### src/rtl/nibble_serial_alu_if.sv
// rtl/nibble_serial_alu_if.sv - operation request/result bundle for the nibble-serial 181-style ALU
interface nibble_serial_alu_if #(
    parameter int WIDTH = 16
);
    logic             start;
    logic [WIDTH-1:0] A;
    logic [WIDTH-1:0] B;
    logic [3:0]       S;
    logic             M;
    logic             Cn;
    logic             busy;
    logic             done;
    logic [WIDTH-1:0] F;
    logic             Cn4;
    logic             AeqB;

    modport master (
        output start, A, B, S, M, Cn,
        input  busy, done, F, Cn4, AeqB
    );

    modport slave (
        input  start, A, B, S, M, Cn,
        output busy, done, F, Cn4, AeqB
    );
endinterface

### src/rtl/nibble_serial_alu.sv
// rtl/nibble_serial_alu.sv - 181-style ALU evaluated one nibble per clock, LSB first
module nibble_serial_alu #(
    parameter int WIDTH = 16
) (
    input  logic                clk,
    input  logic                rst,
    nibble_serial_alu_if.slave  bus
);
    localparam int N  = WIDTH / 4;
    localparam int IW = (N > 1) ? $clog2(N) : 1;
    localparam logic [IW-1:0] LAST = IW'(N - 1);

    typedef enum logic [1:0] {IDLE, RUN, DONE} state_t;

    state_t           state;
    logic [WIDTH-1:0] a_q;
    logic [WIDTH-1:0] b_q;
    logic [3:0]       s_q;
    logic             m_q;
    logic [IW-1:0]    idx;
    logic             carry;
    logic [WIDTH-1:0] acc;

    logic [3:0]       a_nib;
    logic [3:0]       b_nib;
    logic [3:0]       x_nib;
    logic [3:0]       y_nib;
    logic [4:0]       sum;
    logic [WIDTH-1:0] f_next;

    // One slice of the 181 datapath; f_next is the accumulated word with this slice merged in.
    always_comb begin
        a_nib  = a_q[{idx, 2'b00} +: 4];
        b_nib  = b_q[{idx, 2'b00} +: 4];
        x_nib  = a_nib | (b_nib & {4{s_q[0]}}) | (~b_nib & {4{s_q[1]}});
        y_nib  = (a_nib & ~b_nib & {4{s_q[2]}}) | (a_nib & b_nib & {4{s_q[3]}});
        if (m_q) begin
            sum = {1'b0, ~(x_nib ^ y_nib)};
        end else begin
            sum = {1'b0, x_nib} + {1'b0, y_nib} + {4'b0000, carry};
        end
        f_next = acc;
        f_next[{idx, 2'b00} +: 4] = sum[3:0];
    end

    always_ff @(posedge clk) begin
        if (rst) begin
            state    <= IDLE;
            bus.busy <= 1'b0;
            bus.done <= 1'b0;
            bus.F    <= '0;
            bus.Cn4  <= 1'b1;
            bus.AeqB <= 1'b0;
            idx      <= '0;
            carry    <= 1'b0;
            acc      <= '0;
            a_q      <= '0;
            b_q      <= '0;
            s_q      <= '0;
            m_q      <= 1'b0;
        end else begin
            case (state)
                IDLE, DONE: begin
                    bus.done <= 1'b0;
                    if (bus.start) begin
                        a_q      <= bus.A;
                        b_q      <= bus.B;
                        s_q      <= bus.S;
                        m_q      <= bus.M;
                        carry    <= ~bus.Cn;
                        idx      <= '0;
                        acc      <= '0;
                        bus.busy <= 1'b1;
                        state    <= RUN;
                    end else begin
                        bus.busy <= 1'b0;
                        state    <= IDLE;
                    end
                end
                RUN: begin
                    acc   <= f_next;
                    carry <= sum[4];
                    idx   <= idx + 1'b1;
                    // Visible results move only on the last slice so they never show a partial word.
                    if (idx == LAST) begin
                        bus.F    <= f_next;
                        bus.Cn4  <= m_q | ~sum[4];
                        bus.AeqB <= &f_next;
                        bus.busy <= 1'b0;
                        bus.done <= 1'b1;
                        state    <= DONE;
                    end
                end
                default: begin
                    bus.busy <= 1'b0;
                    bus.done <= 1'b0;
                    state    <= IDLE;
                end
            endcase
        end
    end
endmodule

### src/flat_wrapper.sv
// flat-port wrapper written by rule: the top's interface ports become plain ports
module nibble_serial_alu_flat 
#(
    parameter int WIDTH = 16
)
  (clk, rst, bus_start, bus_A, bus_B, bus_S, bus_M, bus_Cn, bus_busy, bus_done, bus_F, bus_Cn4, bus_AeqB);
  nibble_serial_alu_if #(.WIDTH(WIDTH)) bus_i ();
  input  logic clk;
  input  logic rst;
  input wire logic [$bits(bus_i.start)-1:0] bus_start;
  input wire logic [$bits(bus_i.A)-1:0] bus_A;
  input wire logic [$bits(bus_i.B)-1:0] bus_B;
  input wire logic [$bits(bus_i.S)-1:0] bus_S;
  input wire logic [$bits(bus_i.M)-1:0] bus_M;
  input wire logic [$bits(bus_i.Cn)-1:0] bus_Cn;
  output wire logic [$bits(bus_i.busy)-1:0] bus_busy;
  output wire logic [$bits(bus_i.done)-1:0] bus_done;
  output wire logic [$bits(bus_i.F)-1:0] bus_F;
  output wire logic [$bits(bus_i.Cn4)-1:0] bus_Cn4;
  output wire logic [$bits(bus_i.AeqB)-1:0] bus_AeqB;
  assign bus_i.start = bus_start;
  assign bus_i.A = bus_A;
  assign bus_i.B = bus_B;
  assign bus_i.S = bus_S;
  assign bus_i.M = bus_M;
  assign bus_i.Cn = bus_Cn;
  assign bus_busy = bus_i.busy;
  assign bus_done = bus_i.done;
  assign bus_F = bus_i.F;
  assign bus_Cn4 = bus_i.Cn4;
  assign bus_AeqB = bus_i.AeqB;
  nibble_serial_alu #(.WIDTH(WIDTH)) u_core (.clk(clk), .rst(rst), .bus(bus_i));
endmodule
### config.mk
export PLATFORM = sky130hd
export DESIGN_NAME = nibble_serial_alu_flat
export DESIGN_NICKNAME = d
export VERILOG_FILES = /design/src/rtl/nibble_serial_alu_if.sv /design/src/rtl/nibble_serial_alu.sv /design/src/flat_wrapper.sv
export SDC_FILE = /design/constraint.sdc
export NUM_CORES = 1
export LEC_CHECK = 0
export BUFFER_PORTS_ARGS = -buffer_cell sky130_fd_sc_hd__buf_4
export CAP_MARGIN = 25
export CORE_MARGIN = 2
export CORE_UTILIZATION = 50
export CTS_CLUSTER_SIZE = 12
export DETAILED_ROUTE_END_ITERATION = 8
export PLACE_DENSITY_LB_ADDON = 0.12
export SYNTH_ARGS = -nofsm -noshare
export SYNTH_HDL_FRONTEND = slang
export SYNTH_SLANG_ARGS = --single-unit
export TNS_END_PERCENT = 50
### constraint.sdc
create_clock -name clk -period 3.19 [get_ports clk]
set_input_delay 0.1595 -clock clk [delete_from_list [all_inputs] [get_ports clk]]
set_output_delay 0.1595 -clock clk [all_outputs]
set_load 0.01 [all_outputs]
Word-level counts from Yosys, hierarchy flattened
Index checks and enable logic that the tools add are counted.

word-level totals
  flip-flop bits (word level) = 78
  word-level logic and storage cells = 64
  output and inout bits = 20
  input port bits = 41

operators by class
  multiplexer cells = 14
  bitwise gates (word level) = 16
  add/sub/neg operators = 4
  eq/ne operators = 5
  shift operators = 4
  reduce and logical (&&, ||, !) cells = 8

operator list
  operator                number
  $pmux 16 s2             1
  $shiftx 16x5->4         2
  $and 4x4->4             6
  $bwmux 16               1
  $mux 16                 1
  $reduce_and 16->1       1
  $shift 4x6->16 const A  1
  $shiftx 4x6->16         1
  $or 4x4->4              3
  $not 4->4               2
  $pmux 2 s2              2
  $neg 4->6               1
  $reduce_and 2->1        3
  $add 4x4->5             1
  $add 5x1->5             1
  $mux 5                  1
  $eq 2x2->1 const B      2
  $mux 1                  4
  $mux 2                  2
  $pmux 1 s2              2
  $reduce_or 2->1         2
  $xor 4x4->4             1
  $not 1->1               3
  $add 2x1->2 const B     1
  6 further kinds         6

Longest topological paths before layout
  word-level depth = 11
  gate-level depth with buffers = 13
  mapped depth without buffers = 12

Worst setup path after synthesis
OpenSTA, ideal clock, no wires.

  path type = register to register
  from = register u_core.idx[0]
  to = register u_core.bus.AeqB
  slack = 0.003 ns
  library setup time = 0.069 ns
  path buffers = 0
  clock period less this slack = 3.187 ns
  cell stages (with the launch flop) = 12
  arrival time = 3.118 ns
  required time = 3.121 ns
  cell sequence = dfxtp_1 > mux4_1 > mux2i_1 > nand2b_1 > fa_1 > fa_1 > nor2b_4 > xnor2_2 > a21oi_1 > nor4_1 > nand4_1 > o21ai_1

on the way
  longest elaborated chain between the ends = 11
  elaborated cells on any way between the ends = 24
  those cells by class = 3 x add/sub; 1 x eq/ne; 4 x shift; 2 x mux; 12 x bitwise; 2 x reduce/logical

RTL lines
  what                                        line                                              text
  from (decl)                                 nibble_serial_alu.sv:20                           logic [IW-1:0] idx;
  from (signal assigned)                      nibble_serial_alu.sv:83                           idx <= idx + 1'b1;
  $shiftx 16x5->4                             nibble_serial_alu.sv:34                           b_nib = b_q[{idx, 2'b00} +: 4];
  $not 4->4                                   nibble_serial_alu.sv:35, nibble_serial_alu.sv:36
  $and 4x4->4 (2 in series)                   nibble_serial_alu.sv:36                           y_nib = (a_nib & ~b_nib & {4{s_q[2]}}) | (a_nib & b_nib & {4{s_q[3]}});
  $or 4x4->4                                  nibble_serial_alu.sv:36
  $add 4x4->5 or $xor 4x4->4 (tied branches)  nibble_serial_alu.sv:40, nibble_serial_alu.sv:38
  $add 5x1->5 or $not 4->4 (tied branches)    nibble_serial_alu.sv:40, nibble_serial_alu.sv:38
  $mux 5                                      nibble_serial_alu.sv:37                           if (m_q) begin
  $shiftx 4x6->16                             nibble_serial_alu.sv:43                           f_next[{idx, 2'b00} +: 4] = sum[3:0];
  $bwmux 16                                   nibble_serial_alu.sv:43
  $reduce_and 16->1                           nibble_serial_alu.sv:88                           bus.AeqB <= &f_next;
  to (signal assigned)                        nibble_serial_alu.sv:88
  to (decl)                                   nibble_serial_alu_if.sv:24                        output busy, done, F, Cn4, AeqB

Parallel ways exist; a longest one is shown, timed or not.
A chain may end at the register's enable or synchronous reset.

Final worst setup path
Same ends and word-level chain as after synthesis.

==> reports/metrics.yaml <==
yosys:
  synth_edf_count: 0
  async_flop_share_pct: 0
  synth_area_leaders: "dfxtp_1 43%, nand2_1 9.5%, a21oi_1 6.4%, mux4_2 4.4%, ha_1 3.5%"
  synth_top_area_share_pct: 42.9
  yosysUniqueCellTypes: 53
  syn-num-nets: 465
  seq_area_frac_synth_pct: 42.9
  synthCells: 412
  synth_common_cells: "91 x nand2_1, 77 x dfxtp_1, 46 x a21oi_1, 28 x nor2_1"
  ys_warn_count: 0
  ys.flop_type: "dfxtp_1"
  syn_area_um2: 3590
  synth_top_area_cell: "dfxtp_1"
  synth.most_common_cell: "nand2_1"
  avgSynthCellArea_um2: 8.72
  yosys_register_bits: 77
clocking:
  cts-root-buf: "clkbuf_8"
  clk_path_buf_depth: 2
  htree_levels: 3
  clkSinkCount: 77
  cts_tree: "yes"
  cts_hold_buffers: 0
  worstSkewPairLatency_ps: 350
  post_cts_buffers: 0
  clkTransAtPathRegs_ps: 80
  cts-buffers-inserted: 9
die:
  num_io_pins: 61
  initial_core_util_pct: 52.3
  die_y_um: 88.8
  rows: 30
  die-width_um: 88.8
  core-area_um2: 6870
  die_area_um2: 7880
timing:
  slew_viol_final: 0
  tightest_slew_ps: 816
  post-route-min-period_ps: 3070
  finalSetupViolations: 0
  slew_headroom_pct: 45.6
  fmax_ghz: 0.325
  fin_crit_sh_pct: 96.3
  rsz0062_at_grt: "false"
  clock_skew_ps: 7.23
  hold_viol: 0
worst_setup_path:
  start_kind: "register"
  r2r-start: "u_core.idx[0]"
  worst_setup_path_end_kind: "register"
  startpoint: "u_core.idx[0]"
  cp.arrival_ps: 3360
  critPathKind: "reg -> reg"
  cp_cell_sequence: "mux4_2, mux2i_1, nand2b_1, fa_1, fa_2, nor2b_4, xnor2_4, a22oi_2, nor4_2, nand4_1, o21ai_1"
  slowest_stage: "mux4_2"
  critical_path_required_ps: 3480
  critPathMaxStageDelay_ps: 530
  worstPathMaxFanout: 4
grt:
  grt_max_degree: 63
  grt_first_pass_wirelength_mm: 13.0
  antenna_found_initial: 0
  globalRouteOverflowTotal: 0
  grt_use_total_pct: 21.5
  grt_pass1_vias: 2755
placed_design:
  numPortBuffers: 60
  gp_congestion: 0.915
  dp_hpwl_mm: 5.73
routing:
  ant_nets: 0
  viasPerCell: 5.33
  vias: 3044
  wirelength_mm: 8.05
  wl_per_cell_um: 14.1
  post-route-drc-count: 0
  drt_iter0_drc: 121
  firstDrtPassIters: 4
hold_path:
  hold_start: "bus_M"
  hp-class: "in -> reg"
final_layout:
  area_growth_pct: 21.5
  drive_gt1_share_pct: 24.4
  nets: 524
  final_util_pct: 63.6
  antenna_cells: 0
run_status:
  status: "completed"
run:
  cap_violations: 0
power:
  max-vdd-ir-drop_v: 0.000239
  powerDensity_nw_per_um2: 491
  p_leak_nw: 1.73
  fin_total_pwr_w: 0.00214
==> flip-flops by register name (all words and copies together) (netlist names), 2 cells and up <==
register	count
u_core.acc	16
u_core.a_q	16
u_core.s_q	4
u_core.bus.F	16
u_core.b_q	16
u_core.idx	2
==> area by class of cell <==
type	count	area [µm²]
fillers	625	2500
multi-input cells	293	1880
flip-flops and latches	77	1540
repair buffers	73	552
clock buffers	11	141
well taps	96	120
clock inverters	4	72.6
inverters	17	63.8
==> where the power goes <==
part,internal (W),total [W],switching (W)
logic,0.000151,0.000323,0.000171
registers,0.000996,0.00102,0.0000244
clock network,0.000457,0.000802,0.000345
total,0.00160,0.00214,0.000541
==> worst max-delay path, delay by kind of cell, from the launching register on <==
family | cells | cell delay (ps)
compound gates | 2 | 230
xor+xnor | 1 | 200
fa+ha+maj | 2 | 800
flops | 1 | 350
mux | 2 | 660
simple gates | 4 | 760
==> kinds of logic (layout without fill, tap and decap cells) <==
| family | Yosys count | in the layout | synth area share (%) |
|---|---|---|---|
| AO/OA/AOI/OAI | 95 | 95 | 16.0 |
| flip-flops | 77 | 77 | 42.9 |
| XOR/XNOR | 2 | 2 | 0.696 |
| AND/OR/NAND/NOR | 168 | 168 | 22.3 |
| adder cells (fa/ha/maj) | 12 | 12 | 4.59 |
| multiplexers | 16 | 16 | 8.04 |
| buffers and inverters | 42 | 105 | 5.43 |
==> metrics by stage <==
| step | hold WS, ps | instance area, µm² | setup WS, ps | TNS, ps | instances |
|---|---|---|---|---|---|
| after floorplan | 295 | 3590 | 2.80 | 0 | 412 |
| after global placement | 406 | 4130 | -12.5 | -12.5 | 556 |
| after detailed placement | 416 | 4130 | -38.5 | -38.5 | 556 |
| after CTS | 40.2 | 4350 | 7.68 | 0 | 571 |
| after global routing | 46.7 | 4370 | 0.0462 | 0 | 571 |
| final | 46.8 | 4370 | 118 | 0 | 571 |
==> routing by layer <==
layer / GRT usage (%) / up-vias / part of all wire [%]
met5: 0 / - / 0
met3: 3.45 / 20 / 5.1
met1: 27.1 / 1396 / 44
met4: 10.7 / 0 / 2.8
li1: - / 1530 / -
met2: 35.6 / 98 / 48
==> cells in the final DEF (no fill, tap or decap), drive strengths merged, types with 3 or more instances in the layout <==
cell	count
a22o	4
mux2i	8
a211oi	9
inv	17
a211o	3
buf	73
nand2	92
ha	10
o21ai	17
mux4	8
clkbuf	11
a21oi	46
and2b	5
nor2b	12
nor3	9
and3	3
and2	3
nand2b	8
dfxtp	77
a221oi	3
nor2	28
o22ai	4
==> timing repair <==
| action | in CTS | in global routing |
|---|---|---|
| gates resized for setup | 3 | 3 |
| pin swaps | 2 | 1 |
| endpoints found under the hold margin | 0 | 0 |
| endpoints found under the setup margin | 1 | 1 |
==> path summary, 6_finish.rpt <==
check                    endpoint  slack [ps]  depth (start not counted)
setup / recovery  u_core.bus.AeqB         120                         11
hold / removal         u_core.m_q          50                          3
setup reg to reg  u_core.bus.AeqB         120                         11
hold reg to reg     u_core.a_q[7]         450                          2
Power figures use the tool's default switching activity.
